===== src/rtl/uart_fifo_link.sv =====
// Full-duplex UART with TX/RX FIFOs, glitch-rejecting start detect and sticky status.
// Optional even parity bit when UART_LINK_PARITY_EN is defined.
module uart_fifo_link #(
    parameter int INPUT_CLOCK_FREQ = 40_000_000,
    parameter int BAUD_RATE        = 115200,
    parameter int DATA_BITS        = 8,
    parameter int FIFO_DEPTH       = 16
) (
    input  logic                        clk_in,
    input  logic                        rst_in,
    input  logic                        rx_wire_in,
    output logic                        tx_wire_out,
    input  logic [DATA_BITS-1:0]        tx_data_in,
    input  logic                        tx_valid_in,
    output logic                        tx_ready_out,
    output logic [DATA_BITS-1:0]        rx_data_out,
    output logic                        rx_valid_out,
    input  logic                        rx_ready_in,
    output logic [$clog2(FIFO_DEPTH):0] tx_count_out,
    output logic [$clog2(FIFO_DEPTH):0] rx_count_out,
    output logic                        rx_overflow_out,
    output logic                        rx_frame_err_out,
    input  logic                        clear_err_in
);

    localparam int BAUD_DIV = INPUT_CLOCK_FREQ / BAUD_RATE;
    localparam int PTR_W    = $clog2(FIFO_DEPTH);
    localparam int CNT_W    = PTR_W + 1;
    localparam int BAUD_W   = $clog2(BAUD_DIV);
    localparam int BIT_W    = $clog2(DATA_BITS);

    localparam logic [BAUD_W-1:0] BAUD_LAST = BAUD_W'(BAUD_DIV - 1);
    localparam logic [BAUD_W-1:0] HALF_LAST = BAUD_W'(BAUD_DIV / 2 - 1);
    localparam logic [BIT_W-1:0]  BIT_LAST  = BIT_W'(DATA_BITS - 1);
    localparam logic [CNT_W-1:0]  FULL_CNT  = CNT_W'(FIFO_DEPTH);

    // ------------------------------------------------------------------ TX FIFO
    logic [DATA_BITS-1:0] tx_mem [FIFO_DEPTH];
    logic [PTR_W-1:0]     tx_wptr, tx_rptr;
    logic [CNT_W-1:0]     tx_count, tx_count_nxt;
    logic                 tx_push, tx_pop;
    logic [DATA_BITS-1:0] tx_head;

    assign tx_push      = tx_valid_in & tx_ready_out;
    assign tx_count_nxt = tx_count + CNT_W'(tx_push) - CNT_W'(tx_pop);
    assign tx_head      = tx_mem[tx_rptr];
    assign tx_count_out = tx_count;

    // NOTE: FIFO storage has no reset; pointers and counts alone define validity.
    always_ff @(posedge clk_in) begin
        if (tx_push) tx_mem[tx_wptr] <= tx_data_in;
    end

    always_ff @(posedge clk_in or negedge rst_in) begin
        if (!rst_in) begin
            tx_wptr      <= '0;
            tx_rptr      <= '0;
            tx_count     <= '0;
            tx_ready_out <= 1'b1;
        end else begin
            if (tx_push) tx_wptr <= tx_wptr + PTR_W'(1);
            if (tx_pop)  tx_rptr <= tx_rptr + PTR_W'(1);
            tx_count     <= tx_count_nxt;
            tx_ready_out <= (tx_count_nxt != FULL_CNT);
        end
    end

    // ------------------------------------------------------------------ TX FSM
    typedef enum logic [2:0] {
        TX_IDLE,
        TX_START,
        TX_DATA,
`ifdef UART_LINK_PARITY_EN
        TX_PARITY,
`endif
        TX_STOP
    } tx_state_t;

    tx_state_t            tx_state, tx_state_nxt;
    logic [BAUD_W-1:0]    tx_baud, tx_baud_nxt;
    logic [BIT_W-1:0]     tx_bit, tx_bit_nxt;
    logic [DATA_BITS-1:0] tx_shift, tx_shift_nxt;
    logic                 tx_line_nxt, tx_done, tx_load;
`ifdef UART_LINK_PARITY_EN
    logic                 tx_par, tx_par_nxt;
`endif

    // NOTE: every combinational output gets a default first so no path can infer a latch.
    always_comb begin
        tx_state_nxt = tx_state;
        tx_baud_nxt  = tx_baud;
        tx_bit_nxt   = tx_bit;
        tx_shift_nxt = tx_shift;
`ifdef UART_LINK_PARITY_EN
        tx_par_nxt   = tx_par;
`endif
        tx_pop       = 1'b0;
        tx_load      = 1'b0;
        tx_done      = (tx_baud == BAUD_LAST);

        if (tx_state != TX_IDLE) tx_baud_nxt = tx_done ? '0 : tx_baud + BAUD_W'(1);

        case (tx_state)
            TX_IDLE:  tx_load = (tx_count != '0);
            TX_START: if (tx_done) begin
                tx_state_nxt = TX_DATA;
                tx_bit_nxt   = '0;
            end
            TX_DATA: if (tx_done) begin
                if (tx_bit == BIT_LAST) begin
`ifdef UART_LINK_PARITY_EN
                    tx_state_nxt = TX_PARITY;
`else
                    tx_state_nxt = TX_STOP;
`endif
                end else begin
                    tx_shift_nxt = tx_shift >> 1;
                    tx_bit_nxt   = tx_bit + BIT_W'(1);
                end
            end
`ifdef UART_LINK_PARITY_EN
            TX_PARITY: if (tx_done) tx_state_nxt = TX_STOP;
`endif
            TX_STOP: if (tx_done) begin
                // Chain straight into the next start bit when more data is queued.
                if (tx_count != '0) tx_load = 1'b1;
                else                tx_state_nxt = TX_IDLE;
            end
            default: tx_state_nxt = TX_IDLE;
        endcase

        if (tx_load) begin
            tx_pop       = 1'b1;
            tx_state_nxt = TX_START;
            tx_baud_nxt  = '0;
            tx_shift_nxt = tx_head;
`ifdef UART_LINK_PARITY_EN
            tx_par_nxt   = ^tx_head;
`endif
        end

        case (tx_state_nxt)
            TX_START:  tx_line_nxt = 1'b0;
            TX_DATA:   tx_line_nxt = tx_shift_nxt[0];
`ifdef UART_LINK_PARITY_EN
            TX_PARITY: tx_line_nxt = tx_par_nxt;
`endif
            default:   tx_line_nxt = 1'b1;
        endcase
    end

    // NOTE: sequential state uses non-blocking assignments only.
    always_ff @(posedge clk_in or negedge rst_in) begin
        if (!rst_in) begin
            tx_state    <= TX_IDLE;
            tx_baud     <= '0;
            tx_bit      <= '0;
            tx_shift    <= '0;
            tx_wire_out <= 1'b1;
`ifdef UART_LINK_PARITY_EN
            tx_par      <= 1'b0;
`endif
        end else begin
            tx_state    <= tx_state_nxt;
            tx_baud     <= tx_baud_nxt;
            tx_bit      <= tx_bit_nxt;
            tx_shift    <= tx_shift_nxt;
            tx_wire_out <= tx_line_nxt;
`ifdef UART_LINK_PARITY_EN
            tx_par      <= tx_par_nxt;
`endif
        end
    end

    // ------------------------------------------------------------------ RX FIFO
    logic [DATA_BITS-1:0] rx_mem [FIFO_DEPTH];
    logic [PTR_W-1:0]     rx_wptr, rx_rptr;
    logic [CNT_W-1:0]     rx_count;
    logic                 rx_pop, rx_wr, rx_accept, rx_set_ovf, rx_set_ferr;
    logic [DATA_BITS-1:0] rx_shift, rx_shift_nxt;

    assign rx_valid_out = (rx_count != '0);
    assign rx_data_out  = rx_valid_out ? rx_mem[rx_rptr] : '0;
    assign rx_pop       = rx_valid_out & rx_ready_in;
    assign rx_accept    = rx_wr & ((rx_count != FULL_CNT) | rx_pop);
    assign rx_set_ovf   = rx_wr & ~rx_accept;
    assign rx_count_out = rx_count;

    always_ff @(posedge clk_in) begin
        if (rx_accept) rx_mem[rx_wptr] <= rx_shift;
    end

    always_ff @(posedge clk_in or negedge rst_in) begin
        if (!rst_in) begin
            rx_wptr          <= '0;
            rx_rptr          <= '0;
            rx_count         <= '0;
            rx_overflow_out  <= 1'b0;
            rx_frame_err_out <= 1'b0;
        end else begin
            if (rx_accept) rx_wptr <= rx_wptr + PTR_W'(1);
            if (rx_pop)    rx_rptr <= rx_rptr + PTR_W'(1);
            rx_count         <= rx_count + CNT_W'(rx_accept) - CNT_W'(rx_pop);
            // A set in the same cycle as a clear keeps the flag raised.
            rx_overflow_out  <= rx_set_ovf  | (rx_overflow_out  & ~clear_err_in);
            rx_frame_err_out <= rx_set_ferr | (rx_frame_err_out & ~clear_err_in);
        end
    end

    // ------------------------------------------------------------------ RX FSM
    typedef enum logic [2:0] {
        RX_IDLE,
        RX_START,
        RX_DATA,
`ifdef UART_LINK_PARITY_EN
        RX_PARITY,
`endif
        RX_STOP,
        RX_WAIT_IDLE
    } rx_state_t;

    rx_state_t         rx_state, rx_state_nxt;
    logic [1:0]        rx_sync;
    logic              rx_s, rx_done;
    logic [BAUD_W-1:0] rx_baud, rx_baud_nxt;
    logic [BIT_W-1:0]  rx_bit, rx_bit_nxt;
`ifdef UART_LINK_PARITY_EN
    logic              rx_par_ok, rx_par_ok_nxt;
`endif

    assign rx_s = rx_sync[1];

    always_comb begin
        rx_state_nxt  = rx_state;
        rx_baud_nxt   = rx_baud;
        rx_bit_nxt    = rx_bit;
        rx_shift_nxt  = rx_shift;
`ifdef UART_LINK_PARITY_EN
        rx_par_ok_nxt = rx_par_ok;
`endif
        rx_wr         = 1'b0;
        rx_set_ferr   = 1'b0;
        rx_done       = (rx_baud == BAUD_LAST);

        if (rx_state != RX_IDLE && rx_state != RX_WAIT_IDLE)
            rx_baud_nxt = rx_done ? '0 : rx_baud + BAUD_W'(1);

        case (rx_state)
            RX_IDLE: if (!rx_s) begin
                rx_state_nxt = RX_START;
                rx_baud_nxt  = '0;
            end
            RX_START: if (rx_baud == HALF_LAST) begin
                // Mid start bit: a line back high was only a glitch.
                rx_baud_nxt  = '0;
                rx_bit_nxt   = '0;
                rx_state_nxt = rx_s ? RX_IDLE : RX_DATA;
            end
            RX_DATA: if (rx_done) begin
                rx_shift_nxt = {rx_s, rx_shift[DATA_BITS-1:1]};
                if (rx_bit == BIT_LAST) begin
`ifdef UART_LINK_PARITY_EN
                    rx_state_nxt = RX_PARITY;
`else
                    rx_state_nxt = RX_STOP;
`endif
                end else begin
                    rx_bit_nxt = rx_bit + BIT_W'(1);
                end
            end
`ifdef UART_LINK_PARITY_EN
            RX_PARITY: if (rx_done) begin
                rx_par_ok_nxt = (rx_s == ^rx_shift);
                rx_state_nxt  = RX_STOP;
            end
`endif
            RX_STOP: if (rx_done) begin
                if (rx_s) begin
                    rx_state_nxt = RX_IDLE;
`ifdef UART_LINK_PARITY_EN
                    if (rx_par_ok) rx_wr = 1'b1;
                    else           rx_set_ferr = 1'b1;
`else
                    rx_wr = 1'b1;
`endif
                end else begin
                    rx_set_ferr  = 1'b1;
                    rx_state_nxt = RX_WAIT_IDLE;
                end
            end
            RX_WAIT_IDLE: if (rx_s) rx_state_nxt = RX_IDLE;
            default: rx_state_nxt = RX_IDLE;
        endcase
    end

    always_ff @(posedge clk_in or negedge rst_in) begin
        if (!rst_in) begin
            rx_sync   <= 2'b11;
            rx_state  <= RX_IDLE;
            rx_baud   <= '0;
            rx_bit    <= '0;
            rx_shift  <= '0;
`ifdef UART_LINK_PARITY_EN
            rx_par_ok <= 1'b1;
`endif
        end else begin
            rx_sync   <= {rx_sync[0], rx_wire_in};
            rx_state  <= rx_state_nxt;
            rx_baud   <= rx_baud_nxt;
            rx_bit    <= rx_bit_nxt;
            rx_shift  <= rx_shift_nxt;
`ifdef UART_LINK_PARITY_EN
            rx_par_ok <= rx_par_ok_nxt;
`endif
        end
    end

endmodule


===== config.mk =====
export PLATFORM = sky130hd
export DESIGN_NAME = uart_fifo_link
export DESIGN_NICKNAME = d
export VERILOG_FILES = /design/src/rtl/uart_fifo_link.sv
export SDC_FILE = /design/constraint.sdc
export NUM_CORES = 1
export LEC_CHECK = 0
export ABC_AREA = 0
export CORE_UTILIZATION = 66
export DETAILED_ROUTE_END_ITERATION = 10
export PLACE_DENSITY = 0.84
export SYNTH_ARGS = -nofsm -noshare
export SYNTH_HDL_FRONTEND = slang
export SYNTH_SLANG_ARGS = --single-unit

===== constraint.sdc =====
create_clock -name clk_in -period 4.6 [get_ports clk_in]
set_input_delay 0.46 -clock clk_in [delete_from_list [all_inputs] [get_ports clk_in]]
set_output_delay 0.46 -clock clk_in [all_outputs]
set_load 0.05 [all_outputs]

Word-level counts from Yosys, hierarchy flattened
Memory sizes are Yosys's and may differ from the RTL's.
Cells that the tools add are included.
Widths: inputs -> output; s select.
{"block": "word_totals", "reg_bits": 78, "latchBits": 0, "ramBits": 256, "romBits": 0, "input_bits": 14, "out_inout_bits": 23, "word_cells": 142, "memories": 2}
{"block": "classes", "addsub": 12, "n_mul": 0, "div": 0, "n_lt_le_gt_ge": 0, "eq_ne": 28, "n_shift": 0, "mux": 52, "bitwise": 11, "reduce_logical": 17}
{"memory": "rx_mem", "words": 16, "width": 8, "read_ports": 1, "rd_ports_with_merged_regs": 0, "wr": 1, "line": "176", "text": "logic [DATA_BITS-1:0] rx_mem [FIFO_DEPTH];"}
{"memory": "tx_mem", "words": 16, "width": 8, "read_ports": 1, "rd_ports_with_merged_regs": 0, "wr": 1, "line": "38", "text": "logic [DATA_BITS-1:0] tx_mem [FIFO_DEPTH];"}
{"op": "$mux 9", "count": 7}
{"op": "$mux 3", "count": 19}
{"op": "$mux 8", "count": 5}
{"op": "$ne 2x2->1 const B", "count": 11}
{"op": "$add 9x1->9 const B", "count": 2}
{"op": "$eq 9x9->1 const B", "count": 2}
{"op": "$pmux 9 s2", "count": 1}
{"op": "$add 4x1->4 const B", "count": 4}
{"op": "$eq 3x2->1 const B", "count": 5}
{"op": "$pmux 3 s5", "count": 1}
{"op": "$mux 1", "count": 13}
{"op": "$pmux 3 s2", "count": 2}
{"op": "$pmux 3 s4", "count": 1}
{"op": "$add 5x1->5", "count": 2}
{"op": "$ne 5x5->1 const B", "count": 2}
{"op": "$reduce_bool 2->1", "count": 5}
{"op": "$reduce_bool 5->1", "count": 2}
{"op": "$sub 5x1->5", "count": 2}
{"op": "$eq 3x1->1 const B", "count": 3}
{"op": "$eq 3x3->1 const B", "count": 3}
{"op": "$eq 9x8->1 const B", "count": 1}
{"op": "$reduce_and 4->1", "count": 2}
{"op": "$add 3x1->3 const B", "count": 2}
{"op": "$and 1x1->1", "count": 6}
{"op": "other kinds (11)", "count": 17}

Logic depth before layout (Yosys ltp)
Gate-level depths: netlist (run 1).
{"block": "depth", "word_depth": 7, "depth_mapped": 16, "ltp_nobuf": 15}

Least setup slack after synthesis (run 1)
No wires, ideal clock.
{"block": "synth_timing", "kind": "register to register", "from": "register tx_count[3] (netlist: tx_count_out[3])", "to": "register tx_ready_out", "setup_ns": 0.086, "arrival_ns": 3.200, "required_time_ns": 4.514, "slack_ns": 1.314, "stages_incl_launch_ff": 17, "path_buffers": 1, "period_less_slack_ns": 3.286, "path_cell_list": "dfrtp_1 > inv_1 > ha_1 > nor4b_1 > nor2_1 > o21ai_1 > inv_1 > buf_1 > ha_1 > inv_1 > ha_1 > fa_1 > a21oi_1 > nor2_1 > nor2_1 > xnor2_1 > nand3b_1"}
{"block": "synth_via", "elab_chain_cells": 7, "word_cells_on_any_way": 8, "cone_classes": "add/sub (2); eq/ne (1); mux (4); reduce/logical (1)"}
{"element": "from (decl)", "line": "40", "text": "logic [CNT_W-1:0] tx_count, tx_count_nxt;"}
{"element": "from (signal assigned)", "line": "63", "text": "tx_count <= tx_count_nxt;"}
{"element": "$reduce_bool 5->1", "line": "104, 126"}
{"element": "$mux 1", "line": "126", "text": "if (tx_count != '0) tx_load = 1'b1;"}
{"element": "$mux 1", "line": "124", "text": "TX_STOP: if (tx_done) begin"}
{"element": "$pmux 1 s2", "line": "103", "text": "case (tx_state)"}
{"element": "$mux 1", "line": "132", "text": "if (tx_load) begin"}
{"element": "$sub 5x1->5 (*)", "line": "45", "text": "assign tx_count_nxt = tx_count + CNT_W'(tx_push) - CNT_W'(tx_pop);"}
{"element": "net tx_count_nxt[4]", "line": "40"}
{"element": "$ne 5x5->1 (*)", "line": "64", "text": "tx_ready_out <= (tx_count_nxt != FULL_CNT);"}
{"element": "to (signal assigned)", "line": "64"}
{"element": "to (decl)", "line": "15", "text": "output logic tx_ready_out,"}
The timed path passes the listed nets; every way through them passes the cells marked *.
A chain may end at the register's enable or synchronous reset.

Final worst setup path (run 1)
{"block": "layout_timing", "from": "register rx_rptr[1]", "to": "output rx_data_out[3]"}
{"block": "layout_via", "elab_chain_cells": 2}
{"element": "from (decl)", "line": "177", "text": "logic [PTR_W-1:0] rx_wptr, rx_rptr;"}
{"element": "from (signal assigned)", "line": "202", "text": "if (rx_pop) rx_rptr <= rx_rptr + PTR_W'(1);"}
{"element": "$mem_v2 16x8"}
{"element": "$mux 8", "line": "183", "text": "assign rx_data_out = rx_valid_out ? rx_mem[rx_rptr] : '0;"}
{"element": "to (decl)", "line": "16", "text": "output logic [DATA_BITS-1:0] rx_data_out,"}
Every way passes these cells.

==> summary by stage, run 1 <==
CTS
Counting the buffers created by CTS gives 34. The CTS tree is yes. The clock latency on the worst-skew pair is 0.51 ns. The buffer levels on the longest clock path is 3. The count of H-tree levels built during CTS is 2. The number of setup buffers added after CTS is 0. The clock transition at the register clock pins on the worst setup and hold paths after CTS is 0.06 ns. The total of hold buffers inserted after clock tree synthesis is 0. The post-cts sizing count is 0. The clock net sink count is 334. The buffer type at the clock tree root is clkbuf_16.

STA
The final-report hold violation count is 0. The measured slew at the worst slew-check pin is about 1.1 ns. The worst pin sits at a relative slew slack of 24.5%. The worst clock skew on the final layout is around 0.027 ns. The max-slew violation count is 0. The share of the clock period used by the worst path is 86.8%.

The worst path needs 3.99 ns of the cycle, external delays included. Setup violations remaining at the end of the flow were counted as 0. Setup repair after global routing left no endpoint under its margin.

The highest clock rate is between 200 and 300 MHz. Setup total negative slack on the finished layout was measured at 0 ns.

Layout
In the final layout, the share of cells above drive strength 1 is 18.3%. The non-filler instance count after layout is 1132. The number of fillers in the final layout is approximately 1100. At the end of the flow, the number of nets in the layout was between 800 and 900.

The number of inserted diodes is 0. The utilization of the core after routing is between 70% and 80%. Compared with the post-synthesis result, the final layout area differs by 12.2%.

Run
The number of maximum-capacitance constraint violations is 0.

Power and ir drop
VDD sags by at most 0.575 mV. The power density of the placed cells is ~550 nW/µm². In this run the static leakage power is between 5 and 6 nW.

GRT
For this run, global-route usage on met2 was measured as 46.3%. met2 is the most crowded layer. The wire length of the first global-routing pass is roughly 44 mm. For this run the aggregate overflow at the end of global routing stands at 0.

The via count of the first global-routing pass came to 7726. The initial antenna violation count is 0. The maximum number of pins on one net before global-route repair is slightly below 80. Global routing consumed, on the met3 layer, 4.31% of the routing resources. The met1 usage is 36.9%. The total routing usage reported by global routing is 27.7%.

Placed design
The total of buffers placed on input and output ports is 36. Detailed placement ended at an HPWL of 16.9 mm. After detailed placement, the design holds a cell count of 1072. The routability-driven placement congestion ratio is 0.812.

Yosys
After synthesis the netlist holds a flip-flop and latch count of 334. Summing every instance area after synthesis gives 13800 µm². The cell count after synthesis came out at a little under 800. The area share of the largest cell type after synthesis is 55.7%.

The number of distinct library cell variants in the gate-level netlist after synthesis is 58. The number of nets produced by synthesis is 839. Sorting the synthesized cells by area gives the leading types as edfxtp_1 (56%), dfrtp_1 (13%), mux4_2 (12%). Among all flip-flop cells after synthesis, the most frequent one is edfxtp_1. The share of synthesized area occupied by flip-flops and latches is roughly 70%. Counting flops with a built-in enable in the synthesized netlist gives between 200 and 300. Yosys printed 0 warnings. The library cell occupying the most area in the post-synthesis netlist is edfxtp_1. The mean instance size in the synthesized netlist is 17.4 µm².

The fraction of registers with async set/reset is 23.4%. The most used standard cell by instance count after synthesis is edfxtp_1. The commonest cells after synthesis are edfxtp_1 (256), dfrtp_1 (74), mux4_2 (72), nand2_1 (50), nor2_1 (41).

Drt
The DRC marker count from the first detailed-route iteration is 668. In the final routed layout, each cell accounts on average for between 20 and 25 µm. The routed layout has 7387 vias.

The number of nets with antenna violations after routing is 0. The first detailed-routing pass ran for 6 iterations. The final wirelength is 28.1 mm. The average via count per standard cell is 6.53. After detailed routing, the number of remaining DRC violations is 0.

Floorplan
For this configuration, the core starts out at a cell density of 67.8%. The die footprint is 21500 µm². The region available for standard cell placement spans 20400 µm².

The chip width is 147 µm. The vertical die dimension is 147 µm. The I/O pin count is 37. In this run the core area contains 52 standard-cell rows.

Critical path
The critical path startpoint category is a register. STA classifies the critical path endpoint as an output port. The launching instance or port of the critical path is rx_rptr[1]$_DFFE_PN0P_. The worst register-to-register path ends at tx_ready_out$_DFF_PN1_. The largest driver fanout on the critical path is 18. The worst endpoint data arrival time is around 3.5 ns.

The reg-to-reg setup timing slack is about 1.2 ns. The kind of critical path is reg2out. The data required time of the worst path is ~4.1 ns. The logic depth of the worst register-to-register path is 15. The reg-to-reg critical path startpoint is tx_count_out[3]$_DFF_PN0_.

Outcome
The flow ran to the end, and the final reports show no timing, DRC or antenna violations.

Min path
In this run the worst hold path is classified as in2async.
logic make-up after synthesis:
logic type | after synthesis | share of synthesized area [%]
DFF | 334 | 69.8
and+or+nand+nor | 179 | 6.77
muxes | 93 | 13.4
AOI/OAI and AO/OA | 68 | 3.32
buffers and inverters | 54 | 1.68
adders and majority gates | 33 | 3.10
xor gates and xnor gates | 30 | 1.90
other | 1 | 0.0272
metal layers:
metal	vias up	wire length [µm]
met5	-	0
met4	0	734
met3	68	1940
met2	370	14600
met1	3786	10800
li1	3163	-
how the worst max path moves through the flow:
stage	endpoint	slack, ns	cells past startpoint
after global routing	rx_data_out[3]	0.49	5
after global placement	rx_data_out[1]	1.22	5
final	rx_data_out[3]	0.61	5
after floorplan	tx_ready_out$_DFF_PN1_	1.31	16
after CTS	rx_data_out[3]	0.59	5
after detailed placement	rx_data_out[4]	1.17	5
flip-flops by register name, indices dropped and copies added (netlist names), 2 cells and up:
name	count
tx_bit	3
tx_count_out	5
rx_bit	3
tx_mem	128
rx_rptr	4
tx_state	3
rx_shift	8
tx_wptr	4
rx_wptr	4
tx_rptr	4
rx_mem	128
rx_baud	9
tx_shift	8
tx_baud	9
rx_count_out	5
rx_sync	2
rx_state	3
placed cells by master (no fill, tap or decap), types with 4 or more instances in the layout:
master / Yosys / layout
a21oi_1: 8 / 8
a22oi_1: 16 / 16
and2_1: 24 / 24
and3_1: 10 / 10
buf_4: 0 / 4
clkbuf_1: 14 / 7
clkbuf_16: 0 / 35
clkdlybuf4s50_1: 0 / 35
clkinv_1: 0 / 5
clkinv_2: 0 / 5
dfrtp_1: 74 / 71
dfstp_2: 4 / 4
edfxtp_1: 256 / 256
ha_1: 31 / 31
inv_1: 24 / 24
mux2_2: 13 / 13
mux2i_1: 8 / 8
mux4_2: 72 / 72
nand2_1: 50 / 50
nand2b_1: 4 / 4
nand3_1: 9 / 9
nand4_1: 6 / 6
nor2_1: 41 / 41
nor2b_1: 6 / 6
nor3_1: 8 / 4
nor3_2: 1 / 5
o21ai_0: 20 / 20
xnor2_1: 17 / 17
xor2_1: 13 / 13
worst max-delay path, stage by stage (launching register included):
cell	delay [ns]
dfrtp_1	0.84
buf_4	0.42
mux4_2	0.36
mux4_2	0.49
and2_1	0.20
clkdlybuf4s50_1	0.71
cell type report:
cell class	instances	area, µm²	share of cell area [%]
inverters	24	90.1	0.581
repair buffers	40	400	2.58
multi-input cells	404	3960	25.5
clock inverters	17	148	0.953
clock buffers	43	916	5.91
well taps	270	338	2.18
flip-flops and latches	334	9650	62.3
where the power goes:
part / internal [mW] / switching, mW
logic: 0.892 / 1.03
registers: 3.53 / 0.406
clock network: 1.53 / 1.10
metrics by stage:
| step | hold WS, ns | power (mW) | instance area [µm²] | setup WS, ns |
|---|---|---|---|---|
| floorplan | 0.164 | 5.30 | 13800 | 1.31 |
| global placement | 0.361 | 5.77 | 14400 | 1.22 |
| detailed placement | 0.354 | 5.89 | 14400 | 1.17 |
| CTS | 0.172 | 8.54 | 15500 | 0.587 |
| global route | 0.230 | 8.83 | 15500 | 0.494 |
| finish | 0.146 | 8.49 | 15500 | 0.605 |
Power figures use the tool's default switching activity.
==> run 2: changes to the inputs <==
GPL_TIMING_DRIVEN = 0   (was not set)
SKIP_LAST_GASP = 1   (was not set)
==> run 2 against run 1 <==
  * Critical path type unchanged
  * Combinational power is 16% higher
  * Design area is 0.75% higher
  * Critical endpoint unchanged
  * Largest power group unchanged
  * Die area stayed put
==> summary by stage, run 2 (synthesized netlist as in run 1, its figures left out) <==
STA
The highest clock rate is 243 MHz (-3.0%). The minimum clock period after layout came to 4.12 ns (+0.125 ns). The max-slew violation count was 0 (unchanged). The worst hold slack came to 0.295 ns (+0.149 ns). The relative slew slack is 36.1% (+12 points). The worst clock skew on the final layout came to 0.0208 ns (-0.00614 ns). The worst path setup slack after routing is 0.480 ns (-0.125 ns). The measured slew at the worst slew-check pin is 0.955 ns (-0.172 ns). The share of the clock period used by the worst path came to 89.6% (+2.7 points). The final-report hold violation count is 0 (unchanged). Setup repair after global routing left no endpoint under its margin.

The total negative slack is 0 ns (unchanged). The number of setup violations in the final report is 0 (unchanged).

Drt
The number of nets with antenna violations after routing came to 0 (unchanged). The count of unresolved DRC violations after routing is 0 (unchanged). The average via count per standard cell is 6.56 (+0.50%). The final wirelength is 29.9 mm (+6.3%). The total number of vias is 7621 (+3.2%). The mean routed wirelength per cell came to 25.7 µm (+3.6%). The detailed-routing iteration count for the pre-antenna-repair pass is 5 (-1). The DRC marker count from the first detailed-route iteration came to 728 (+9.0%).

Critical path
The data required time of the worst path is 4.14 ns (about the same). The reg-to-reg setup timing slack was 0.75 ns (-0.43 ns). Walking the worst path, the cells encountered are clkbuf_1 > buf_1 > mux4_2 > mux4_2 > and2_1 > clkdlybuf4s50_1.

The kind of critical path is reg2out. The buffering stage count on the worst path with inverters included is 3 (+1). The worst endpoint data arrival time was 3.66 ns (+0.13 ns).

The worst register-to-register path ends at tx_ready_out$_DFF_PN1_. The largest driver fanout on the critical path is 10 (-8). The logic depth of the worst register-to-register path was 16 (+1). The cell family contributing the most delay on the critical path is buffers and inverters. The endpoint class of the critical path is an output port. The capture point of the worst path is rx_data_out[3]. The critical path startpoint category is a register. Tracing the worst setup path back leads to its startpoint at rx_rptr[1]$_DFFE_PN0P_.

The startpoint identified for the worst register-to-register timing path is tx_count_out[3]$_DFF_PN0_. The maximum cell stage delay along the critical path was 0.72 ns (-0.12 ns). The cell depth of the worst setup path came to 6 (+1).

The critical path's most frequent cell is mux4_2. For this design, the slowest cell found on the critical path is clkdlybuf4s50_1.

Floorplan
The I/O pin count was 37 (unchanged). The core outline area is 20400 µm² (unchanged). The initial core utilization is 67.8% (unchanged). The die footprint was 21500 µm² (unchanged). The chip width is 147 µm (unchanged). The cell row count is 52 (unchanged). The vertical die dimension came to 147 µm (unchanged).

CTS
The CTS buffer count is 34 (unchanged). The clock net sink count is 334 (unchanged). The post-cts sizing count is 0 (unchanged). The clock transition at the register clock pins on the worst setup and hold paths after CTS is 0.06 ns (about the same). The count of H-tree levels built during CTS is 2 (unchanged). The cell sitting at the root of the clock tree is a clkbuf_16. TritonCTS built the clock tree.

The buffer levels on the longest clock path is 3 (unchanged). The clock latency on the worst-skew pair is 0.51 ns (about the same).

GRT
The wire length of the first global-routing pass was 46.1 mm (+5.0%). The maximum number of pins on one net before global-route repair is 76 (-3.8%). The initial antenna violation count is 0 (unchanged). The met2 usage in global routing is 48.1% (+1.8 points).

The leftover overflow at the end of global routing is 0 (unchanged). The total routing usage reported by global routing is 29.1% (+1.4 points). The layer carrying the most global-route usage is met2.

The met1 usage came to 40.0% (+3.1 points). The via count of the first global-routing pass is 7960 (+3.0%). The global routing usage on met3 is 4.41% (+0.094 points).

Placed design
The worst setup slack before clock tree synthesis is 0.783 ns (-0.385 ns). The detailed-placement wirelength estimate is 17.9 mm (+6.4%). The total of buffers placed on input and output ports came to 36 (unchanged). The routability-driven placement congestion ratio is 0.815 (+0.41%).

Layout
The final net count was 915 (+3.4%). The number of inserted diodes is 0 (unchanged). The fraction of final layout cells with drive strength greater than 1 is 17.7% (-0.62 points). In the layout the commonest cells are edfxtp_1 (256), dfrtp_1 (74), mux4_2 (72).

From synthesis to final layout, the design area changed by 13.0%. Leaving out fill and tap cells, the most frequent cell in the layout is edfxtp_1. The largest registers in the layout are rx_mem x128, tx_mem x128.

Outcome
The flow ran to the end, and the final reports show no timing, DRC or antenna violations.

Run
The number of maximum-capacitance constraint violations is 0 (unchanged).

Power and ir drop
The overall power is 8.54 mW (+0.57%). The largest vdd supply drop is 0.538 mV (-6.5%). The power density of the placed cells was 547 nW/µm² (-0.18%). The static leakage came to 5.83 nW (+0.83%).

Min path
The worst hold path belongs to the class in2async.
## run 2: changes by cell type in the layout (fill, tap and decap cells not counted), moves of 3 or more
cell | before | now
dfrtp_1 | 71 | 74
clkbuf_1 | 7 | 23
buf_2 | 0 | 6
clkinv_2 | 5 | 2
buf_6 | 0 | 3
buf_1 | 0 | 7
dfrtp_2 | 3 | 0
## run 2: worst reg2reg max path, delay by kind of cell, from the launching register on
family	cells	cell delay [ns]
XOR/XNOR	1	0.17
adder cells (fa/ha/maj)	4	1.11
AO/OA/AOI/OAI	2	0.56
buffers and inverters	4	0.71
AND/OR/NAND/NOR	5	0.85
flip-flops	1	0.40
## run 2: per-stage QoR
step,util (%),instances,area [µm²]
after CTS,76.6,1161,15600
after global placement,71.3,1098,14500
after floorplan,-,792,13800
final,76.7,1162,15600
after global routing,76.7,1162,15600
after detailed placement,71.5,1100,14600
## run 2: worst min path at each step
stage          cells after the start  slack [ns]                     end                  from
6_report                           2        0.29  rx_rptr[0]$_DFFE_PN0P_                rst_in
5_1_grt                            2        0.30  rx_rptr[2]$_DFFE_PN0P_                rst_in
4_1_cts                            2        0.28  rx_rptr[2]$_DFFE_PN0P_                rst_in
3_5_place_dp                       1        0.28  rx_rptr[3]$_DFFE_PN0P_                rst_in
3_3_place_gp                       0        0.35    rx_sync[1]$_DFF_PN1_  rx_sync[0]$_DFF_PN1_
2_1_floorplan                      0        0.16    rx_baud[0]$_DFF_PN0_                rst_in
## run 2: repair_timing
action	in CTS	in global routing
hold endpoints to repair	3	0
hold buffers	1	0
buffers inserted	0	0
## run 2: layer usage
| layer | vias to the layer above | share of wire (%) |
|---|---|---|
| li1 | 3217 | - |
| met1 | 3868 | 38 |
| met2 | 459 | 51 |
| met3 | 77 | 7.9 |
| met4 | 0 | 2.8 |
| met5 | - | 0 |
## run 2: cell type report
class	instances	area, µm²
plain buffers	30	143
clock buffers	46	937
clock inverters	14	104
fillers	1050	4750
inverters	24	90.1
multi-input cells	404	3950
flip-flops and latches	334	9640
well taps	270	338
repair buffers	40	410
## run 2: power breakdown
group / internal, mW / total (mW) / switching, mW
combinational: 0.926 / 2.22 / 1.29
clock: 1.49 / 2.60 / 1.11
sequential: 3.53 / 3.71 / 0.183
==> run 3: changes to the inputs <==
CORE_UTILIZATION = 40   (was 66)
MAX_ROUTING_LAYER = met4   (was not set)
PLACE_DENSITY = not set   (was 0.84)
==> run 3 against run 2 <==
  * Cell count is 16% higher
  * Hold slack gained 0.065 ns
  * Flip-flop and latch count unchanged
  * Register-to-register slack improved by 0.09 ns
  * Clock-buffer cell count increased by 1
  * Via count is 9.3% lower
  * First-iteration DRC count fell by 28%
  * Largest power group unchanged
==> summary by stage, run 3 (synthesized netlist as in run 1, its figures left out) <==
Floorplan
The vertical die dimension is 188 µm (+28%). The core outline area is 33800 µm² (+66%). The I/O pin count is 37 (unchanged).

The initial core utilization is 40.9% (-27 points). The die footprint came to 35300 µm² (+64%). The chip width was 188 µm (+28%). The cell row count was 67 (+29%).

Layout
The non-filler instance count after layout is 1349 (+16%). In the final layout, the registers with the most flip-flops are rx_mem x128, tx_mem x128. The relative area change from synthesis to final layout is 15.9%. The sequential cell area in the final layout is 9640 µm² (unchanged). The number of fillers in the final layout was 2846 (+170%).

The fraction of final layout cells with drive strength greater than 1 is 18.3% (+0.62 points). The footprint of the multi-input gates is 3940 µm² (-0.13%). In the layout the commonest cells are edfxtp_1 (256), dfrtp_1 (74), mux4_2 (72). The final net count is 919 (+0.44%). The most frequent standard cell in the layout excluding fill and tap cells is edfxtp_1.

Drt
The detailed-routing iteration count for the pre-antenna-repair pass was 4 (-1). The average via count per standard cell is 5.12 (-22%). The count of unresolved DRC violations after routing is 0 (unchanged). The mean routed wirelength per cell came to 19.0 µm (-26%). The final wirelength was 25.7 mm (-14%). The DRC marker count from the first detailed-route iteration was 521 (-28%). The number of nets with antenna violations after routing is 0 (unchanged). The total number of vias is 6913 (-9.3%).

STA
The share of the clock period used by the worst path came to 87.4% (-2.2 points). The number of setup violations in the final report is 0 (unchanged). The measured slew at the worst slew-check pin is 0.865 ns (-0.0898 ns). The total negative slack is 0 ns (unchanged).

The minimum clock period after layout is 4.02 ns (-0.100 ns). The max-slew violation count is 0 (unchanged). The worst clock skew on the final layout is 0.0142 ns (-0.00660 ns). The final-report hold violation count is 0 (unchanged). The relative slew slack is 42.1% (+6.0 points). The highest clock rate came to 249 MHz (+2.5%).

The worst hold slack is 0.360 ns (+0.0654 ns). Setup repair after global routing left no endpoint under its margin.

Placed design
The total of buffers placed on input and output ports is 36 (unchanged). The cell total after placement was 1279 (+16%). The routability-driven placement congestion ratio is 0.749 (-8.1%). The detailed-placement wirelength estimate is 16.8 mm (-6.1%).

Critical path
The largest driver fanout on the critical path is 10 (unchanged). The reg-to-reg setup timing slack came to 0.84 ns (+0.09 ns). The worst endpoint data arrival time is 3.56 ns (-0.10 ns). The library cell contributing the largest single delay on the critical path is clkdlybuf4s50_1. The data required time of the worst path was 4.14 ns (about the same). Walking the worst path, the cells encountered are clkbuf_1 > buf_1 > mux4_2 > mux4_2 > and2_1 > clkdlybuf4s50_1. The kind of critical path is reg2out. The critical path startpoint category is a register. In this run the critical register-to-register path is launched from tx_count_out[2]$_DFF_PN0_. The launching instance or port of the critical path is rx_rptr[1]$_DFFE_PN0P_. The maximum cell stage delay along the critical path came to 0.69 ns (-0.03 ns).

STA classifies the critical path endpoint as an output port. The critical path's most frequent cell is mux4_2.

Outcome
The flow ran to the end, and the final reports show no timing, DRC or antenna violations.

CTS
The CTS tree is yes. The CTS buffer count is 37 (+8.8%). The clock transition at the register clock pins on the worst setup and hold paths after CTS is 0.06 ns (about the same). The clock net sink count is 334 (unchanged). The root buffer cell chosen for the clock tree is clkbuf_16.

The number of setup buffers added after CTS is 0 (unchanged). The total of hold buffers inserted after clock tree synthesis came to 1 (unchanged). The count of H-tree levels built during CTS was 2 (unchanged).

The buffer levels on the longest clock path was 3 (unchanged). The clock latency on the worst-skew pair came to 0.52 ns (about the same). The post-cts sizing count was 0 (unchanged).

GRT
The total routing usage reported by global routing was 15.5% (-14 points). The initial antenna violation count came to 1 (+1). The wire length of the first global-routing pass was 40.8 mm (-12%). The leftover overflow at the end of global routing is 0 (unchanged). The maximum number of pins on one net before global-route repair is 60 (-21%). The via count of the first global-routing pass is 7115 (-11%).

Power and ir drop
The fraction of power consumed by the clock network is 33.7% (+3.2 points). The static leakage is 5.92 nW (+1.6%). The switching component of the power is 2.51 mW (-3.1%). The power density of the placed cells is 547 nW/µm² (about the same).

The power share of the combinational group is 24.2% (-1.8 points). The cell-internal power is 6.25 mW (+5.0%). The largest vdd supply drop is 0.452 mV (-16%). The sequential share of power is 42.2% (-1.3 points).

The switching part of the total power came to 28.6% (-1.7 points).

Min path
The path category of the worst min-delay check is reg2reg. The start point of the worst min-delay path is rx_sync[0]$_DFF_PN1_.

Run
The number of maximum-capacitance constraint violations is 0 (unchanged).
[run 3: changes by cell type in the layout (fill, tap and decap cells not counted), moves of 2 or more]
cell       before  now
clkinv_4        2    0
clkbuf_16      35   37
inv_6           1    3
clkinv_2        2    4
bufinv_16       1    5
[run 3: final cells by class]
| cell class | instances | share of cell area, % |
|---|---|---|
| clock buffers | 47 | 6.14 |
| well taps | 448 | 3.50 |
| repair buffers | 41 | 2.59 |
| plain buffers | 30 | 0.891 |
| inverters | 24 | 0.563 |
| flip-flops and latches | 334 | 60.2 |
| diodes | 1 | 0.0156 |
| clock inverters | 20 | 1.44 |
| multi-input cells | 404 | 24.6 |
[run 3: routing by layer]
| layer | wire length [µm] | global-route usage (%) |
|---|---|---|
| met1 | 11700 | 21.1 |
| met5 | 0 | - |
| met2 | 12600 | 24.1 |
| met3 | 947 | 2.70 |
| met4 | 469 | 4.10 |
[run 3: worst max-delay path: cells and delay by family (launching register included)]
| family | cells | cell delay, ns |
|---|---|---|
| mux | 2 | 0.94 |
| simple gates | 1 | 0.17 |
| buf+inv | 3 | 1.59 |
| flops | 1 | 0.35 |
[run 3: path summary, 6_finish.rpt]
| kind | end | cells past startpoint |
|---|---|---|
| max in group asynchronous | tx_ready_out$_DFF_PN1_ | 3 |
| min in group asynchronous | rx_rptr[3]$_DFFE_PN0P_ | 2 |
| setup / recovery | rx_data_out[4] | 6 |
| hold reg to reg | rx_sync[1]$_DFF_PN1_ | 0 |
| setup reg to reg | tx_ready_out$_DFF_PN1_ | 16 |
| hold / removal | rx_sync[1]$_DFF_PN1_ | 0 |
[run 3: through the flow]
stage          utilization (%)  worst slack (ns)  power (mW)  cell area, µm²
3_3_place_gp              43.6            0.0577        5.90           14700
5_1_grt                   47.4             0.346        9.22           16000
3_5_place_dp              43.7             0.830        5.92           14800
4_1_cts                   47.4             0.523        8.90           16000
2_1_floorplan                -              1.31        5.30           13800
6_report                  47.4             0.581        8.75           16000
[run 3: power groups by stage]
| stage | combinational (mW) | sequential (mW) | clock [mW] |
|---|---|---|---|
| floorplan | 1.41 | 3.89 | 0 |
| global placement | 2.15 | 3.75 | 0 |
| detailed placement | 2.17 | 3.75 | 0 |
| CTS | 2.18 | 3.69 | 3.02 |
| global route | 2.36 | 3.73 | 3.13 |
| finish | 2.12 | 3.69 | 2.95 |
